## config.mk

```make
export PLATFORM = sky130hd
export DESIGN_NAME = ct_ciu_bmb_resp
export DESIGN_NICKNAME = d
export VERILOG_FILES = /design/src/rtl/ct_ciu_bmb_pkg.sv /design/src/rtl/ct_ciu_bmb_trans_cnt.sv /design/src/rtl/ct_ciu_bmb_resp.sv
export SDC_FILE = /design/constraint.sdc
export NUM_CORES = 1
export LEC_CHECK = 0
export ABC_AREA = 0
export BUFFER_PORTS_ARGS = -buffer_cell sky130_fd_sc_hd__buf_2
export CAP_MARGIN = 25
export CORE_MARGIN = 10
export CORE_UTILIZATION = 44
export DETAILED_ROUTE_END_ITERATION = 12
export PLACE_DENSITY = 0.67
export SETUP_SLACK_MARGIN = 0.4
export SYNTH_ARGS = -nofsm -noshare
export SYNTH_HDL_FRONTEND = slang
export SYNTH_HIERARCHICAL = 1
export SYNTH_SLANG_ARGS = --single-unit
```

## constraint.sdc

```tcl
create_clock -name forever_cpuclk -period 2.2 [get_ports forever_cpuclk]
set_input_delay 0.22 -clock forever_cpuclk [delete_from_list [all_inputs] [get_ports forever_cpuclk]]
set_output_delay 0.22 -clock forever_cpuclk [all_outputs]
set_load 0.01 [all_outputs]
```

## src/rtl/ct_ciu_bmb_pkg.sv

```systemverilog
// Shared definitions for the CIU barrier-manager responder: FSM encoding, request-bus
// field layout and the number of PIU completion targets.
package ct_ciu_bmb_pkg;

    typedef enum logic [1:0] {
        StIdle  = 2'b00,
        StDrain = 2'b01,
        StResp  = 2'b10
    } bmb_state_e;

    localparam int unsigned BarTypeLsb = 0;
    localparam int unsigned BarTypeMsb = 1;
    localparam int unsigned BarTagLsb  = 2;
    localparam int unsigned BarTagMsb  = 8;
    localparam int unsigned ReqBusW    = BarTagMsb + 1;
    localparam int unsigned MidNum     = 4;

    function automatic logic [BarTagMsb-BarTagLsb:0] bar_tag(input logic [ReqBusW-1:0] bus);
        return bus[BarTagMsb:BarTagLsb];
    endfunction

endpackage

```

## src/rtl/ct_ciu_bmb_trans_cnt.sv

```systemverilog
// Up/down counter of outstanding bus transactions. snap_o is the count that a barrier
// granted this cycle must wait for: completions this cycle count, new issues do not.
module ct_ciu_bmb_trans_cnt #(
    parameter int unsigned CNT_W = 6
) (
    input  logic             clk_i,
    input  logic             rst_ni,
    input  logic             en_i,
    input  logic             inc_i,
    input  logic             dec_i,
    output logic [CNT_W-1:0] cnt_o,
    output logic [CNT_W-1:0] snap_o
);

    logic [CNT_W-1:0] cnt_q, cnt_d;

    always_comb begin
        cnt_d = cnt_q;
        if (inc_i && !dec_i) begin
            cnt_d = cnt_q + 1'b1;
        end else if (dec_i && !inc_i) begin
            cnt_d = cnt_q - 1'b1;
        end
    end

    always_ff @(posedge clk_i or negedge rst_ni) begin
        if (!rst_ni) begin
            cnt_q <= '0;
        end else if (en_i) begin
            cnt_q <= cnt_d;
        end
    end

    assign cnt_o  = cnt_q;
    assign snap_o = cnt_q - CNT_W'(dec_i);

    // Counting beyond the range is a bus-side protocol error; no wrap protection.
    a_no_overflow: assert property (@(posedge clk_i) disable iff (!rst_ni)
        !(inc_i && !dec_i && (cnt_q == '1)));
    a_no_underflow: assert property (@(posedge clk_i) disable iff (!rst_ni)
        !(dec_i && !inc_i && (cnt_q == '0)));

endmodule

```

## src/rtl/ct_ciu_bmb_resp.sv

```systemverilog
// Barrier-manager responder: grants one barrier, drains transactions outstanding at grant,
// then pulses completion to the PIU named by the master id. Watchdog: CT_CIU_BMB_TIMEOUT_EN.
module ct_ciu_bmb_resp
    import ct_ciu_bmb_pkg::*;
#(
    parameter int unsigned CNT_W = 6,
    parameter int unsigned TO_W  = 10
) (
    input  logic               forever_cpuclk,
    input  logic               cpurst_b,
    input  logic               ciu_icg_en,
    input  logic               pad_yy_icg_scan_en,
    input  logic               bmbif_xx_bar_req,
    input  logic [2:0]         bmbif_xx_mid,
    input  logic [ReqBusW-1:0] bmbif_xx_req_bus,
    input  logic               ebiu_bmb_trans_inc,
    input  logic               ebiu_bmb_trans_dec,
    output logic               xx_bmbif_bar_grant,
    output logic               bmb_piu0_xx_cmplt,
    output logic               bmb_piu1_xx_cmplt,
    output logic               bmb_piu2_xx_cmplt,
    output logic               bmb_piu3_xx_cmplt,
    output logic [ReqBusW-1:0] bmb_xx_cmplt_bus,
    output logic               bmb_xx_busy,
    output logic               bmb_xx_bar_timeout
);

    bmb_state_e         state_q, state_d;
    logic [2:0]         mid_q, mid_d;
    logic [ReqBusW-1:0] bus_q, bus_d, cmplt_bus_q, cmplt_bus_d;
    logic [CNT_W-1:0]   drain_q, drain_d, snap, cnt;
    logic [MidNum-1:0]  cmplt_q, cmplt_d;
    logic               grant, busy, clk_en, wd_fire;

    assign busy  = (state_q != StIdle);
    assign grant = bmbif_xx_bar_req && (state_q == StIdle);
    // Clock gate (module enable | local enable | scan override) expressed as a flop enable.
    assign clk_en = ciu_icg_en | pad_yy_icg_scan_en | bmbif_xx_bar_req | busy
                  | ebiu_bmb_trans_inc | ebiu_bmb_trans_dec;

    ct_ciu_bmb_trans_cnt #(
        .CNT_W (CNT_W)
    ) u_trans_cnt (
        .clk_i  (forever_cpuclk),
        .rst_ni (cpurst_b),
        .en_i   (clk_en),
        .inc_i  (ebiu_bmb_trans_inc),
        .dec_i  (ebiu_bmb_trans_dec),
        .cnt_o  (cnt),
        .snap_o (snap)
    );

`ifdef CT_CIU_BMB_TIMEOUT_EN
    logic [TO_W-1:0] wd_q, wd_d;
    logic            to_q, to_d;

    assign wd_fire = (state_q == StDrain) && (wd_q == '1);

    always_comb begin
        wd_d = wd_q;
        to_d = to_q | wd_fire;
        if (grant) begin
            wd_d = '0;
        end else if (state_q == StDrain) begin
            wd_d = wd_q + 1'b1;
        end
    end

    always_ff @(posedge forever_cpuclk or negedge cpurst_b) begin
        if (!cpurst_b) begin
            wd_q <= '0;
            to_q <= 1'b0;
        end else if (clk_en) begin
            wd_q <= wd_d;
            to_q <= to_d;
        end
    end

    assign bmb_xx_bar_timeout = to_q;
`else
    logic [TO_W-1:0] wd_unused;
    assign wd_unused          = '0;
    assign wd_fire            = 1'b0;
    assign bmb_xx_bar_timeout = 1'b0;
`endif

    always_comb begin
        state_d = state_q;
        mid_d   = mid_q;
        bus_d   = bus_q;
        drain_d = drain_q;
        unique case (state_q)
            StIdle: begin
                if (grant) begin
                    state_d = StDrain;
                    mid_d   = bmbif_xx_mid;
                    bus_d   = bmbif_xx_req_bus;
                    drain_d = snap;
                end
            end
            StDrain: begin
                if ((drain_q == '0) || wd_fire) begin
                    state_d = StResp;
                end else if (ebiu_bmb_trans_dec) begin
                    drain_d = drain_q - 1'b1;
                end
            end
            StResp:  state_d = StIdle;
            default: state_d = StIdle;
        endcase
        // Outputs are registered: decode them from the next state.
        for (int unsigned n = 0; n < MidNum; n++) begin
            cmplt_d[n] = (state_d == StResp) && (mid_q == 3'(n));
        end
        cmplt_bus_d = (state_d == StResp) ? bus_q : '0;
    end

    always_ff @(posedge forever_cpuclk or negedge cpurst_b) begin
        if (!cpurst_b) begin
            state_q     <= StIdle;
            mid_q       <= '0;
            bus_q       <= '0;
            drain_q     <= '0;
            cmplt_q     <= '0;
            cmplt_bus_q <= '0;
        end else if (clk_en) begin
            state_q     <= state_d;
            mid_q       <= mid_d;
            bus_q       <= bus_d;
            drain_q     <= drain_d;
            cmplt_q     <= cmplt_d;
            cmplt_bus_q <= cmplt_bus_d;
        end
    end

    logic [CNT_W-1:0] cnt_unused;
    assign cnt_unused = cnt;

    assign xx_bmbif_bar_grant = grant;
    assign bmb_piu0_xx_cmplt  = cmplt_q[0];
    assign bmb_piu1_xx_cmplt  = cmplt_q[1];
    assign bmb_piu2_xx_cmplt  = cmplt_q[2];
    assign bmb_piu3_xx_cmplt  = cmplt_q[3];
    assign bmb_xx_cmplt_bus   = cmplt_bus_q;
    assign bmb_xx_busy        = busy;

endmodule

```

; ---- Yosys cells after proc, flatten, opt, wreduce, memory -nomap -nowiden
; Index checks and enable logic that the tools add are counted.
[word_totals]
out_inout_bits = 16
word_cells = 52
latch_bits = 0
rom_bits = 0
ram_bits = 0
ff_bits = 39
n_memories = 0
[op_classes]
n_reduce_logical = 18
bitwise_logic = 5
mul = 0
addsub = 4
div = 0
mux = 10
order_cmp = 0
n_shift = 0
n_eq_ne = 8
[ops]
columns = operator, n
row1 = $mux 6, 5
row2 = $pmux 6 s2, 1
row3 = $sub 6x1->6 const B, 2
row4 = $mux 9, 1
row5 = $logic_and 1x1->1, 7
row6 = $add 6x1->6 const B, 1
row7 = $eq 3x2->1 const B, 2
row8 = $logic_not 6->1, 1
row9 = $ne 2x2->1 const B, 3
row10 = $reduce_bool 2->1, 3
row11 = $sub 6x1->6, 1
row12 = $or 1x1->1, 5
row13 = $reduce_and 5->1, 1
row14 = $mux 2, 2
row15 = $pmux 2 s2, 1
row16 = $eq 3x1->1 const B, 1
row17 = $logic_not 3->1, 1
row18 = $reduce_and 3->1, 1
row19 = $eq 2x1->1 const B, 1
row20 = $eq 2x2->1 const B, 1
row21 = $logic_not 1->1, 2
row22 = $logic_not 2->1, 1
row23 = $reduce_and 2->1, 1

; ---- Depth between registers and ports, before layout
[logic_depth]
depth_word = 6
ltp_mapped = 11
mapped_depth_nobuf = 9

; ---- Modules after synthesis
; The synthesis kept the hierarchy.
[by_module_without_submodules]
columns = mod, n_inst, area_per_inst_um2, seq_area_each_um2, cells_per_inst
row1 = ct_ciu_bmb_resp, 1, 1456.4, 825.8, 139
row2 = ct_ciu_bmb_trans_cnt, 1, 516.7, 150.1, 55

; ---- Least setup slack after synthesis
; No wires, ideal clock.
[synth_timing]
kind = reg-to-reg
from = register state_q[0]
to = register u_trans_cnt.cnt_q[5], in the netlist u_trans_cnt/cnt_o[5]
path_stages_with_launch = 12
period_less_slack_ps = 1836
t_required_ps = 2120
path_slack_ps = 364
t_arrival_ps = 1756
cell_sequence = dfrtp_1 -> clkbuf_2 -> nor2_1 -> inv_1 -> nor3_4 -> buf_6 -> inv_1 -> nand2b_1 -> clkbuf_2 -> nor2_1 -> a41oi_1 -> xnor2_1
[synth_between]
elab_chain_len = 5
[synth_rtl]
columns = item, line
row1 = from (decl), ct_ciu_bmb_resp.sv:28  ; bmb_state_e state_q, state_d;
row2 = from (signal assigned), ct_ciu_bmb_resp.sv:120  ; state_q <= StIdle;
row3 = from (signal assigned), ct_ciu_bmb_resp.sv:127  ; state_q <= state_d;
row4 = $reduce_bool 2->1, ct_ciu_bmb_resp.sv:35  ; assign busy = (state_q != StIdle);
row5 = net bmb_xx_busy, ct_ciu_bmb_resp.sv:24  ; output logic bmb_xx_busy,
row6 = $or 1x1->1, ct_ciu_bmb_resp.sv:38  ; assign clk_en = ciu_icg_en | pad_yy_icg_scan_en | bmbif_xx_bar_req | busy
row7 = $or 1x1->1 (2 in a row), ct_ciu_bmb_resp.sv:39  ; | ebiu_bmb_trans_inc | ebiu_bmb_trans_dec;
row8 = net clk_en, ct_ciu_bmb_resp.sv:33  ; logic grant, busy, clk_en, wd_fire;
row9 = $reduce_and 2->1 (no line), --
row10 = to (signal assigned), ct_ciu_bmb_trans_cnt.sv:30  ; cnt_q <= cnt_d;
row11 = to (decl), ct_ciu_bmb_trans_cnt.sv:15  ; logic [CNT_W-1:0] cnt_q, cnt_d;
; The timed path passes the listed nets, and every way through them passes these cells.
; A chain may end at the register's enable or synchronous reset.

; ---- Worst setup path after layout
[layout_timing]
from = input port ebiu_bmb_trans_dec
to = register u_trans_cnt.cnt_q[3], in the netlist u_trans_cnt/cnt_o[3]
[layout_between]
elab_chain_len = 4
[layout_rtl]
columns = item, line
row1 = from (decl), ct_ciu_bmb_resp.sv:17  ; input logic ebiu_bmb_trans_dec,
row2 = $logic_not 1->1, ct_ciu_bmb_trans_cnt.sv:19  ; if (inc_i && !dec_i) begin
row3 = $logic_and 1x1->1, ct_ciu_bmb_trans_cnt.sv:19
row4 = $reduce_bool 2->1 (no line), --
row5 = $reduce_and 2->1 (no line), --
; Several ways; a longest one is shown, not always the timed one.

==> impl_metrics.csv <==
group,metric,value,unit
run_status,status,"completed",
floorplan,initial_utilization,45.3,%
setup_path,critPathKind,"input pin to flop",
yosys,post_synth_num_cell_types,44,
job,cap_violations,0,
routing,avgViaCountPerCell,5.25,
setup_path,timing.critical_path.cells,"buf_2 -> inv_1 -> ha_1 -> inv_1 -> ha_1 -> a21oi_1 -> and2b_2 -> nor2_1 -> xor2_1 -> o21ai_0",
timing,finalSetupViolCount,0,
routing,detail_route.first_pass.iterations,4,
timing,rsz_0062_raised_after_global_routing,"false",
setup_path,worstSetupStartpointType,"input pin",
routing,first_iter_violations,70,
timing,finalWorstSetupSlack,537,ps
setup_path,crit-reg2reg-capture,"drain_q[3]",
finish,fin_util,52.5,%
yosys,proportion_of_netlist_area_held_by_the_largest_area_contributor,49.5,%
yosys,netlist_area_before_placement,0.00197,mm²
placement,pre_cts_slack,227,ps
finish,synthToLayoutAreaGrowth,15.8,%
timing,hold_viol_final,0,
placement,dpl.hpwl,3.05,mm
yosys,synth_top_cells_by_area,"dfrtp_1, nand2_1, ha_1",
yosys,post-synth-top-area-cell,"dfrtp_1",
finish,layout_cells_excl_fill,283,
placement,placer_s_final_routability_congestion_estimate,0.902,
placement,placement.io_buffers,33,
power_and_ir_drop,power_frac_clock,19.3,%
yosys,syn_nets,223,
yosys,synth-seq-area-share,49.5,%
clock_network,clkLatencyLatePin,290,ps
finish,number_of_diodes_added_for_antenna_fixing,0,
floorplan,fp.dieH,87.0,µm
setup_path,critPathMaxFanout,6,
finish,layout.nets,259,
timing,worst_slew_pin_slew,849,ps
power_and_ir_drop,cellPowerDensity,1070,mW/mm²
routing,num_vias,1486,
clock_network,cts_buffers,5,
worst_hold_path,worst_hold_path_type,"input pin to asynchronous set/reset pin",
timing,fmax,601,MHz
floorplan,floorplan.io_pins,35,
power_and_ir_drop,internal_power,0.00155,W
routing,totalWireLength,4.18,mm
floorplan,rows,24,
yosys,synth-edff-count,0,
timing,finClkSkew,3.14,ps
grt,grt_antenna_before_repair,0,
clock_network,cts.sinks,39,
setup_path,endpoint_of_the_most_critical_setup_path,"u_trans_cnt/cnt_o[3]",
timing,totalNegativeSetupSlack,0,ps
setup_path,crit_slowest_cell,"ha_1",
clock_network,max-clock-path-buffers,2,
yosys,ys_dominant_reg_cell,"dfrtp_1",
timing,timing.final.crit_period,1660,ps
power_and_ir_drop,post-layout-total-power,0.00245,W
yosys,ys_ff_latch,39,
power_and_ir_drop,power_share_of_the_combinational_group,34.3,%
setup_path,timing.rr.start,"drain_q[0]",
finish,drive_above_1_share,28.1,%
clock_network,clockRootBuffer,"clkbuf_8",
grt,gr-total-overflow,0,
clock_network,clk_transition_reported_paths,80,ps
setup_path,critPathRequiredTime,2370,ps
floorplan,core_area,0.00435,mm²
power_and_ir_drop,total_switching_power,0.000903,W
timing,timing_max_transition_violations_final,0,
yosys,async_flop_share,100,%
floorplan,fp.dieArea,0.00756,mm²
setup_path,rrSetupSlack,540,ps
grt,via_count_of_the_first_global_routing_pass,1511,
power_and_ir_drop,power_leakage,1.18,nW
power_and_ir_drop,swShare,36.8,%
clock_network,cts-htree-levels,2,
setup_path,source_of_the_critical_timing_path,"ebiu_bmb_trans_dec",
setup_path,critical_path.max_stage_delay,270,ps
clock_network,cts_tree,"done",
routing,drcViolationCount,0,
placement,placed_cells_incl_taps,275,
routing,ant_nets,0,
setup_path,data_arrival_critical_path,1840,ps
routing,routedWlPerCell,14.8,µm
power_and_ir_drop,ir_worst_vdd,0.350,mV
grt,globalRouteTotalUtil,12.0,%
grt,first_pass_grt_wire_length,7.27,mm
timing,relSlewSlack,43.4,%
floorplan,die_width,87.0,µm
yosys,synth-warning-count,6,
yosys,synthesis.instances,194,
clock_network,number_of_hold_buffers_added_after_cts,0,
setup_path,critPathCaptureType,"flop",
power_and_ir_drop,power_frac_seq,46.4,%
yosys,avgSynthCellArea,10.2,µm²
setup_path,r2r_cells,6,
timing,final_min_period_over_clock_period,75.6,%
grt,grt_start_max_net_pins,40,
clock_network,post-cts-setup-buffers,0,
flip-flops by register name (all words and copies together) (netlist names):
signal / flops
cmplt_q: 4
drain_q: 6
mid_q: 3
u_trans_cnt/cnt_o: 6
bmb_xx_cmplt_bus: 9
state_q: 2
bus_q: 9
area by class of cell:
class,instances,area (µm²)
inverters,16,61.3
clock inverters,2,12.5
well taps,52,65.1
clock buffers,6,72.6
fillers,389,2070
multi-input cells,132,910
flip-flops and latches,39,976
repair buffers,36,188
kinds of logic (layout without fill, tap and decap cells):
group                    after synthesis  after routing  synth area share [%]
AO/OA/AOI/OAI                         37             37                  14.6
multiplexers                           3              3                  1.52
AND/OR/NAND/NOR                       72             72                  18.2
flip-flops                            39             39                  49.5
adder cells (fa/ha/maj)               10             10                  6.72
XOR/XNOR                               9              9                  3.99
other                                  1              1                 0.190
buffers and inverters                 23             60                  5.33
per-stage QoR:
step	instance area, µm²	hold WS, ps
detailed placement	2180	384
floorplan	1980	-75.6
global route	2280	87.5
global placement	2180	385
CTS	2270	54.0
finish	2280	33.2
power by group through the flow:
| stage | clock [W] | sequential (W) | combinational (W) |
|---|---|---|---|
| final | 0.000473 | 0.00114 | 0.000841 |
| after global routing | 0.000526 | 0.00119 | 0.000976 |
| after CTS | 0.000496 | 0.00114 | 0.000843 |
| after detailed placement | 0 | 0.00115 | 0.000832 |
| after global placement | 0 | 0.00114 | 0.000816 |
| after floorplan | 0 | 0.00110 | 0.000675 |
timing repair:
item                                   4_1_cts  5_1_grt
setup endpoints to repair                    2       18
resized for setup                            1        4
endpoints found under the hold margin        0        0
routing by layer:
layer	vias to the layer above	track usage (%)	wire, µm
met4	0	6.04	65
met2	32	18.1	1980
met3	4	3.65	224
met5	-	0	0
li1	739	-	-
met1	711	15.0	1910
cell usage in the layout, fill, tap and decap left out, drive strengths merged, types with 4 or more instances in the layout:
cell    synthesis  layout
clkbuf          3       6
buf             4      36
inv            16      15
nor2            9       9
o21ai           7       7
a22o            9       9
dfrtp          39      39
ha              9       9
xnor2           4       4
nand2          43      43
xor2            5       5
a21oi           6       6
a32o            5       5
worst max-delay path: cells and delay by family:
kind                       cells  cell delay, ps
adders and majority gates      2             460
buffers and inverters          3             380
and+or+nand+nor                2             340
AOI/OAI and AO/OA              2             260
xor gates and xnor gates       1             170
worst min-delay path by stage:
stage,endpoint,depth (start not counted)
finish,drain_q[1],1
global route,drain_q[1],1
CTS,u_trans_cnt/cnt_o[2],1
detailed placement,u_trans_cnt/cnt_o[2],1
global placement,drain_q[0],1
floorplan,bmb_xx_cmplt_bus[0],0
cells in the mapped netlist (2+ instances only):
cell / count
nand2_1: 43
dfrtp_1: 39
inv_1: 15
a22o_2: 9
ha_1: 9
nor2_1: 9
o21ai_0: 7
a21oi_1: 6
a32o_1: 5
xor2_1: 5
xnor2_1: 4
mux2i_1: 3
nor4_1: 3
a211oi_1: 2
buf_4: 2
clkbuf_2: 2
nand3_1: 2
nor2b_1: 2
nor3b_1: 2
(Power assumes the default switching activity.)
